**src/rtl/clk_gate_ctrl_pkg.sv**
```systemverilog
// clk_gate_ctrl_pkg
//  Shared types and helpers for the clock-gate sequencer.
//  Contents:
//    cg_state_t - per-domain sequencing state (OFF, WAKE, ON, IDLE)
//    cg_cnt_w   - width of the per-domain wake/idle down-counter
package clk_gate_ctrl_pkg;

  typedef enum logic [1:0] {CG_OFF, CG_WAKE, CG_ON, CG_IDLE} cg_state_t;

  // The single per-domain counter serves both the wake delay and the idle
  // timeout, so it is sized for the larger of the two reload values.
  // The result is never below 1, so that a zero-width vector is avoided.
  function automatic int cg_cnt_w(input int idle, input int wake);
    int mx;
    mx = (idle > wake) ? idle : wake;
    return (mx < 1) ? 1 : $clog2(mx + 1);
  endfunction

endpackage

```
**src/rtl/clk_gate_ctrl_dom.sv**
```systemverilog
// clk_gate_ctrl_dom
//  Sequencer for a single gated clock domain. It holds the domain FSM and
//  one down-counter that is shared by the wake delay and the idle timeout.
//  Ports:
//    CLK     in  free-running always-on clock
//    RST     in  synchronous, active-high reset
//    grant   in  wake permission from the top-level arbiter (asserted only while OFF)
//    req     in  effective activity request for this domain
//    state   out current FSM state
//    gate_en out ICG enable, registered
//    ack     out gated clock running and stable, registered
module clk_gate_ctrl_dom
  import clk_gate_ctrl_pkg::*;
#(
  parameter int IDLE_CYCLES = 8,
  parameter int WAKE_CYCLES = 2
) (
  input  logic      CLK,
  input  logic      RST,
  input  logic      grant,
  input  logic      req,
  output cg_state_t state,
  output logic      gate_en,
  output logic      ack
);

  localparam int CNT_W = cg_cnt_w(IDLE_CYCLES, WAKE_CYCLES);
  localparam logic [CNT_W-1:0] WAKE_LOAD = CNT_W'(WAKE_CYCLES - 1);
  localparam logic [CNT_W-1:0] IDLE_LOAD = CNT_W'((IDLE_CYCLES > 0) ? IDLE_CYCLES - 1 : 0);
  localparam bit IDLE_BYPASS = (IDLE_CYCLES == 0);

  logic [CNT_W-1:0] cnt;

  // Domain FSM. gate_en and ack are registered together with the state, so
  // both change only just after a CLK rising edge. This keeps the ICG E pin
  // stable while the negative-edge ICG latch is transparent.
  // A WAKE always runs to completion; a request that drops during WAKE is
  // handled from ON. While in ON the idle counter is kept reloaded, so that
  // every ON->IDLE entry starts a full timeout.
  always_ff @(posedge CLK) begin
    if (RST) begin
      state   <= CG_OFF;
      cnt     <= '0;
      gate_en <= 1'b0;
      ack     <= 1'b0;
    end else begin
      case (state)
        CG_OFF: begin
          if (grant) begin
            state   <= CG_WAKE;
            cnt     <= WAKE_LOAD;
            gate_en <= 1'b1;
            ack     <= 1'b0;
          end
        end
        CG_WAKE: begin
          if (cnt == '0) begin
            state <= CG_ON;
            cnt   <= IDLE_LOAD;
            ack   <= 1'b1;
          end else begin
            cnt <= cnt - CNT_W'(1);
          end
        end
        CG_ON: begin
          if (!req) begin
            if (IDLE_BYPASS) begin
              state   <= CG_OFF;
              cnt     <= '0;
              gate_en <= 1'b0;
              ack     <= 1'b0;
            end else begin
              state <= CG_IDLE;
              cnt   <= IDLE_LOAD;
            end
          end else begin
            cnt <= IDLE_LOAD;
          end
        end
        CG_IDLE: begin
          if (req) begin
            state <= CG_ON;
            cnt   <= IDLE_LOAD;
          end else if (cnt == '0) begin
            state   <= CG_OFF;
            gate_en <= 1'b0;
            ack     <= 1'b0;
          end else begin
            cnt <= cnt - CNT_W'(1);
          end
        end
        default: begin
          state   <= CG_OFF;
          cnt     <= '0;
          gate_en <= 1'b0;
          ack     <= 1'b0;
        end
      endcase
    end
  end

endmodule

```
**src/rtl/clk_gate_ctrl.sv**
```systemverilog
// clk_gate_ctrl
//  Sequencer for N_DOM gated clock domains. Each domain is clocked through a
//  negative-edge ICG cell. Wake-ups are serialised, one domain at a time,
//  and chosen round-robin, which bounds inrush current. A domain is gated
//  off only after it has been idle for a timeout.
//  Optional feature macro: CGC_FORCE_ON_EN. When it is defined, the block
//  has a FORCE_ON input. While FORCE_ON is high, every domain is held
//  requesting.
//  Ports:
//    CLK      in  free-running always-on clock
//    RST      in  synchronous, active-high reset
//    FORCE_ON in  (only with CGC_FORCE_ON_EN) treat every domain as requesting
//    REQ      in  [N_DOM] per-domain activity request, level
//    GATE_EN  out [N_DOM] per-domain ICG enable, registered
//    ACK      out [N_DOM] per-domain clock running and stable, registered
//    BUSY     out a domain is in WAKE
//    ALL_OFF  out every domain is in OFF
module clk_gate_ctrl
  import clk_gate_ctrl_pkg::*;
#(
  parameter int N_DOM       = 4,
  parameter int IDLE_CYCLES = 8,
  parameter int WAKE_CYCLES = 2
) (
  input  logic             CLK,
  input  logic             RST,
`ifdef CGC_FORCE_ON_EN
  input  logic             FORCE_ON,
`endif
  input  logic [N_DOM-1:0] REQ,
  output logic [N_DOM-1:0] GATE_EN,
  output logic [N_DOM-1:0] ACK,
  output logic             BUSY,
  output logic             ALL_OFF
);

  localparam int PW = (N_DOM > 1) ? $clog2(N_DOM) : 1;

  logic [N_DOM-1:0] reqEff;
  logic [N_DOM-1:0] offMask;
  logic [N_DOM-1:0] wakeMask;
  logic [N_DOM-1:0] grantVec;
  logic [PW-1:0]    rrPtr;
  logic [PW-1:0]    grantIdx;
  logic             grantValid;
  cg_state_t        domState [N_DOM];

  // Wraps pointer+offset back into 0..N_DOM-1. The offset is always below
  // N_DOM, so a single subtraction is enough.
  function automatic int wrapIdx(input int v);
    return (v >= N_DOM) ? v - N_DOM : v;
  endfunction

`ifdef CGC_FORCE_ON_EN
  assign reqEff = REQ | {N_DOM{FORCE_ON}};
`else
  assign reqEff = REQ;
`endif

  for (genvar i = 0; i < N_DOM; i++) begin : g_dom
    clk_gate_ctrl_dom #(
      .IDLE_CYCLES(IDLE_CYCLES),
      .WAKE_CYCLES(WAKE_CYCLES)
    ) u_dom (
      .CLK    (CLK),
      .RST    (RST),
      .grant  (grantVec[i]),
      .req    (reqEff[i]),
      .state  (domState[i]),
      .gate_en(GATE_EN[i]),
      .ack    (ACK[i])
    );
    assign offMask[i]  = (domState[i] == CG_OFF);
    assign wakeMask[i] = (domState[i] == CG_WAKE);
  end

  assign BUSY    = |wakeMask;
  assign ALL_OFF = &offMask;

  // Round-robin arbiter. Candidates are scanned in order of their distance
  // from rrPtr, and the first requesting OFF domain wins. Nothing is granted
  // while a domain is still in WAKE; this is what serialises the wake-ups.
  always_comb begin
    grantVec   = '0;
    grantIdx   = '0;
    grantValid = 1'b0;
    for (int k = 0; k < N_DOM; k++) begin
      for (int j = 0; j < N_DOM; j++) begin
        if (!grantValid && !BUSY && offMask[j] && reqEff[j] &&
            (j == wrapIdx(int'(rrPtr) + k))) begin
          grantValid  = 1'b1;
          grantVec[j] = 1'b1;
          grantIdx    = PW'(j);
        end
      end
    end
  end

  // The pointer moves to the domain after the one just granted. This gives
  // every other requester priority before the winner gets another turn.
  always_ff @(posedge CLK) begin
    if (RST) begin
      rrPtr <= '0;
    end else if (grantValid) begin
      rrPtr <= (int'(grantIdx) == N_DOM - 1) ? '0 : grantIdx + PW'(1);
    end
  end

endmodule

```
**config.mk**
```make
export PLATFORM = sky130hd
export DESIGN_NAME = clk_gate_ctrl
export DESIGN_NICKNAME = d
export VERILOG_FILES = /design/src/rtl/clk_gate_ctrl_pkg.sv /design/src/rtl/clk_gate_ctrl_dom.sv /design/src/rtl/clk_gate_ctrl.sv
export SDC_FILE = /design/constraint.sdc
export NUM_CORES = 1
export LEC_CHECK = 0
export CAP_MARGIN = 0
export CORE_MARGIN = 5
export CORE_UTILIZATION = 55
export CTS_BUF_LIST = sky130_fd_sc_hd__clkbuf_2 sky130_fd_sc_hd__clkbuf_4 sky130_fd_sc_hd__clkbuf_8
export DETAILED_ROUTE_END_ITERATION = 8
export PLACE_DENSITY_LB_ADDON = 0.1
export SYNTH_ARGS = -nofsm -noshare
export SYNTH_HDL_FRONTEND = slang
export SYNTH_SLANG_ARGS = --single-unit
```
**constraint.sdc**
```tcl
create_clock -name CLK -period 2.9 [get_ports CLK]
set_clock_uncertainty 0.2 [all_clocks]
set_input_delay 0.87 -clock CLK [delete_from_list [all_inputs] [get_ports CLK]]
set_output_delay 0.87 -clock CLK [all_outputs]
set_load 0.03 [all_outputs]
```
==> results.md <==
* Worst setup SP type: primary input
* First drt pass iteration count at 4
* Crit path to: g_dom[3].u_dom.cnt[0]
* Most common cell in the netlist: dfxtp_1
* Largest net degree at the start of global routing at 21
* Fin crit share at 95.3%
* Status: completed
* Area contributors post-synth: dfxtp_1 32%, a21oi_1 5.1%, nor2_1 4.4%, nand2_1 3.7%, buf_4 3.5%
* Initial antenna violation count at 0
* Fill cells at 336
* Later-pin clock latency in the skew report at 0.29 ns
* Most used DFF post-synth: dfxtp_1
* Worst Hold Class: flip-flop to flip-flop
* Root Driver: clkbuf_8
* Cell area power density at 1170 nW/µm²
* Critical path data arrival time at 2.75 ns
* Syn Area/Cell at 7.84 µm²
* Setup TNS at 0 ns
* Drc violations at 0
* Core area at 3720 µm²
* Placed cells at 345
* Die Wd at 72.5 µm
* I/O Pins at 16
* Net Count, Synth at 284
* Via count at 2044
* Ant. Diodes at 0
* Die Y at 72.5 µm
* Final hold viol count at 0
* Initial Util at 57.8%
* Share of layout cells above drive strength 1 at 17.7%
* R2r startpoint: rrPtr[1]
* Rows at 22
* CTS Buffer Depth at 2
* CP max FO at 7
* Worst r2r path cells at 5
* GRT Util Overall at 20.6%
* CTS tree: yes
* Crit Path Class: primary input to flip-flop
* Non-Filler Instances at 353
* Layout area overhead at 18.9%
* Yosys reg bits at 34
* WL per Instance at 13.6 µm
* Asr flop ratio synth at 0%
* Worst vdd ir at 0.000680 V
* Relative slew slack at 66.8%
* Net count, final at 314
* Iteration-0 DRC Markers at 130
* Slew @ Worst Pin at 0.495 ns
* Total gr overflow at 0
* RSZ-0062 raised after global routing: no
* Post-route ant nets at 0
* Worst setup EP type: flip-flop
* Routability congestion estimate from global placement at 0.862
* Num CTS Buffers at 5
* Clk sink count at 34
* Distinct cell type count after synthesis at 56
* EDFF count, synth at 0
* Leakage at 0.967 nW
* Area leader, netlist: dfxtp_1
* Vias in the first global route at 1971
* Tmin final at 2.76 ns
* Ys Warns at 0
* Vias per cell at 5.79
* R2r setup slk at 0.65 ns
* I/O Buffers at 15
* Reg-to-reg endpoint: g_dom[0].u_dom.cnt[2]
* Top cell type's share of synthesized area at 31.7%
* Max_cap viols at 0
* Post-CTS Setup Bufs at 0
* Sequential cell area at 681 µm²
* Final Slew Violations at 0
* Final wirelength at 4820 µm
* Cells after synthesis at 274
* Final Power at 0.00299 W
* Clock transition at the registers of the reported paths at 0.07 ns
* CP Launch Point: REQ[1]
* H-Tree Depth at 2
* Final Util at 68.8%
* Seq/Total Area, Yosys at 31.7%
* Global-route wire length before repair at 8640 µm
* Area occupied by multi-input gates at 1270 µm²
* Most instantiated cells after synthesis: 34 x dfxtp_1, 25 x nor2_1, 22 x a21oi_1
* Die area at 5260 µm²
* Setup Viol. Count Final at 0
* Fmax at 362 MHz
* DPL Wire Length at 3540 µm
* Mapped Area at 2150 µm²
* WP data required at 2.89 ns
==> metal layers <==
| layer | global-route usage, % | part of all wire (%) |
|---|---|---|
| met1 | 26.0 | 49 |
| met4 | 10.2 | 2.1 |
| met5 | 0 | 0 |
| met3 | 3.88 | 3.7 |
| met2 | 33.7 | 46 |
==> final cells by class <==
| type | instances | share of cell area [%] |
|---|---|---|
| clock buffers | 6 | 3.23 |
| clock inverters | 2 | 0.490 |
| inverters | 21 | 3.09 |
| multi-input cells | 197 | 49.6 |
| flip-flops and latches | 34 | 26.6 |
| well taps | 48 | 2.35 |
| repair buffers | 45 | 14.6 |
==> cell families after synthesis <==
kind of cell	synth area share, %
AOI/OAI and AO/OA	26.2
DFF	31.7
adders and majority gates	2.33
and+or+nand+nor	29.5
muxes	0.932
buffers and inverters	9.32
==> worst min path at each step <==
| stage | startpoint | endpoint | cells past startpoint |
|---|---|---|---|
| after floorplan | g_dom[1].u_dom.gate_en | g_dom[1].u_dom.gate_en | 2 |
| after global placement | g_dom[1].u_dom.gate_en | g_dom[1].u_dom.gate_en | 2 |
| after detailed placement | g_dom[1].u_dom.gate_en | g_dom[1].u_dom.gate_en | 2 |
| after CTS | g_dom[1].u_dom.gate_en | g_dom[1].u_dom.gate_en | 2 |
| after global routing | g_dom[1].u_dom.gate_en | g_dom[1].u_dom.gate_en | 2 |
| final | g_dom[1].u_dom.gate_en | g_dom[1].u_dom.gate_en | 2 |
==> where the power goes <==
group          internal (W)  switching, W
Clock              0.000191      0.000182
Combinational      0.000815       0.00100
Sequential         0.000645      0.000154
==> worst max-delay path, stage by stage <==
cell and delay, ns:
clkdlybuf4s50_1 0.60, or4b_1 0.47, a31o_1 0.24, a41oi_2 0.28, nor2_1 0.11, o21a_1 0.18
==> through the flow <==
step	setup slack (ns)	area [µm²]	hold slack, ns
floorplan	0.523	2150	0.234
global placement	-0.106	2460	0.251
detailed placement	-0.154	2460	0.256
CTS	0.142	2550	0.267
global route	0.00953	2550	0.299
finish	0.137	2550	0.262
==> flip-flops by register name (all words and copies together), names as in the netlist <==
signal / flops
g_dom.u_dom.ack: 4
g_dom.u_dom.cnt: 16
g_dom.u_dom.gate_en: 4
g_dom.u_dom.state: 8
rrPtr: 2
==> cells in the final DEF, fill, tap and decap left out, types with 4 or more instances in the layout <==
cell / instances
nor3_1: 14
ha_1: 4
a211oi_1: 4
clkdlybuf4s50_1: 13
nor3b_1: 6
nand2b_1: 11
nor2_1: 25
clkbuf_8: 6
inv_1: 20
dfxtp_1: 34
a31oi_1: 7
o21ai_0: 15
a21oi_1: 22
nand3_1: 4
buf_4: 30
nand2_1: 21
==> what timing repair did <==
item / 4_1_cts / 5_1_grt
setup endpoints to repair: 2 / 0
gates resized for setup: 2 / 0
hold buffers: 0 / 0
Power figures use the tool's default switching activity.
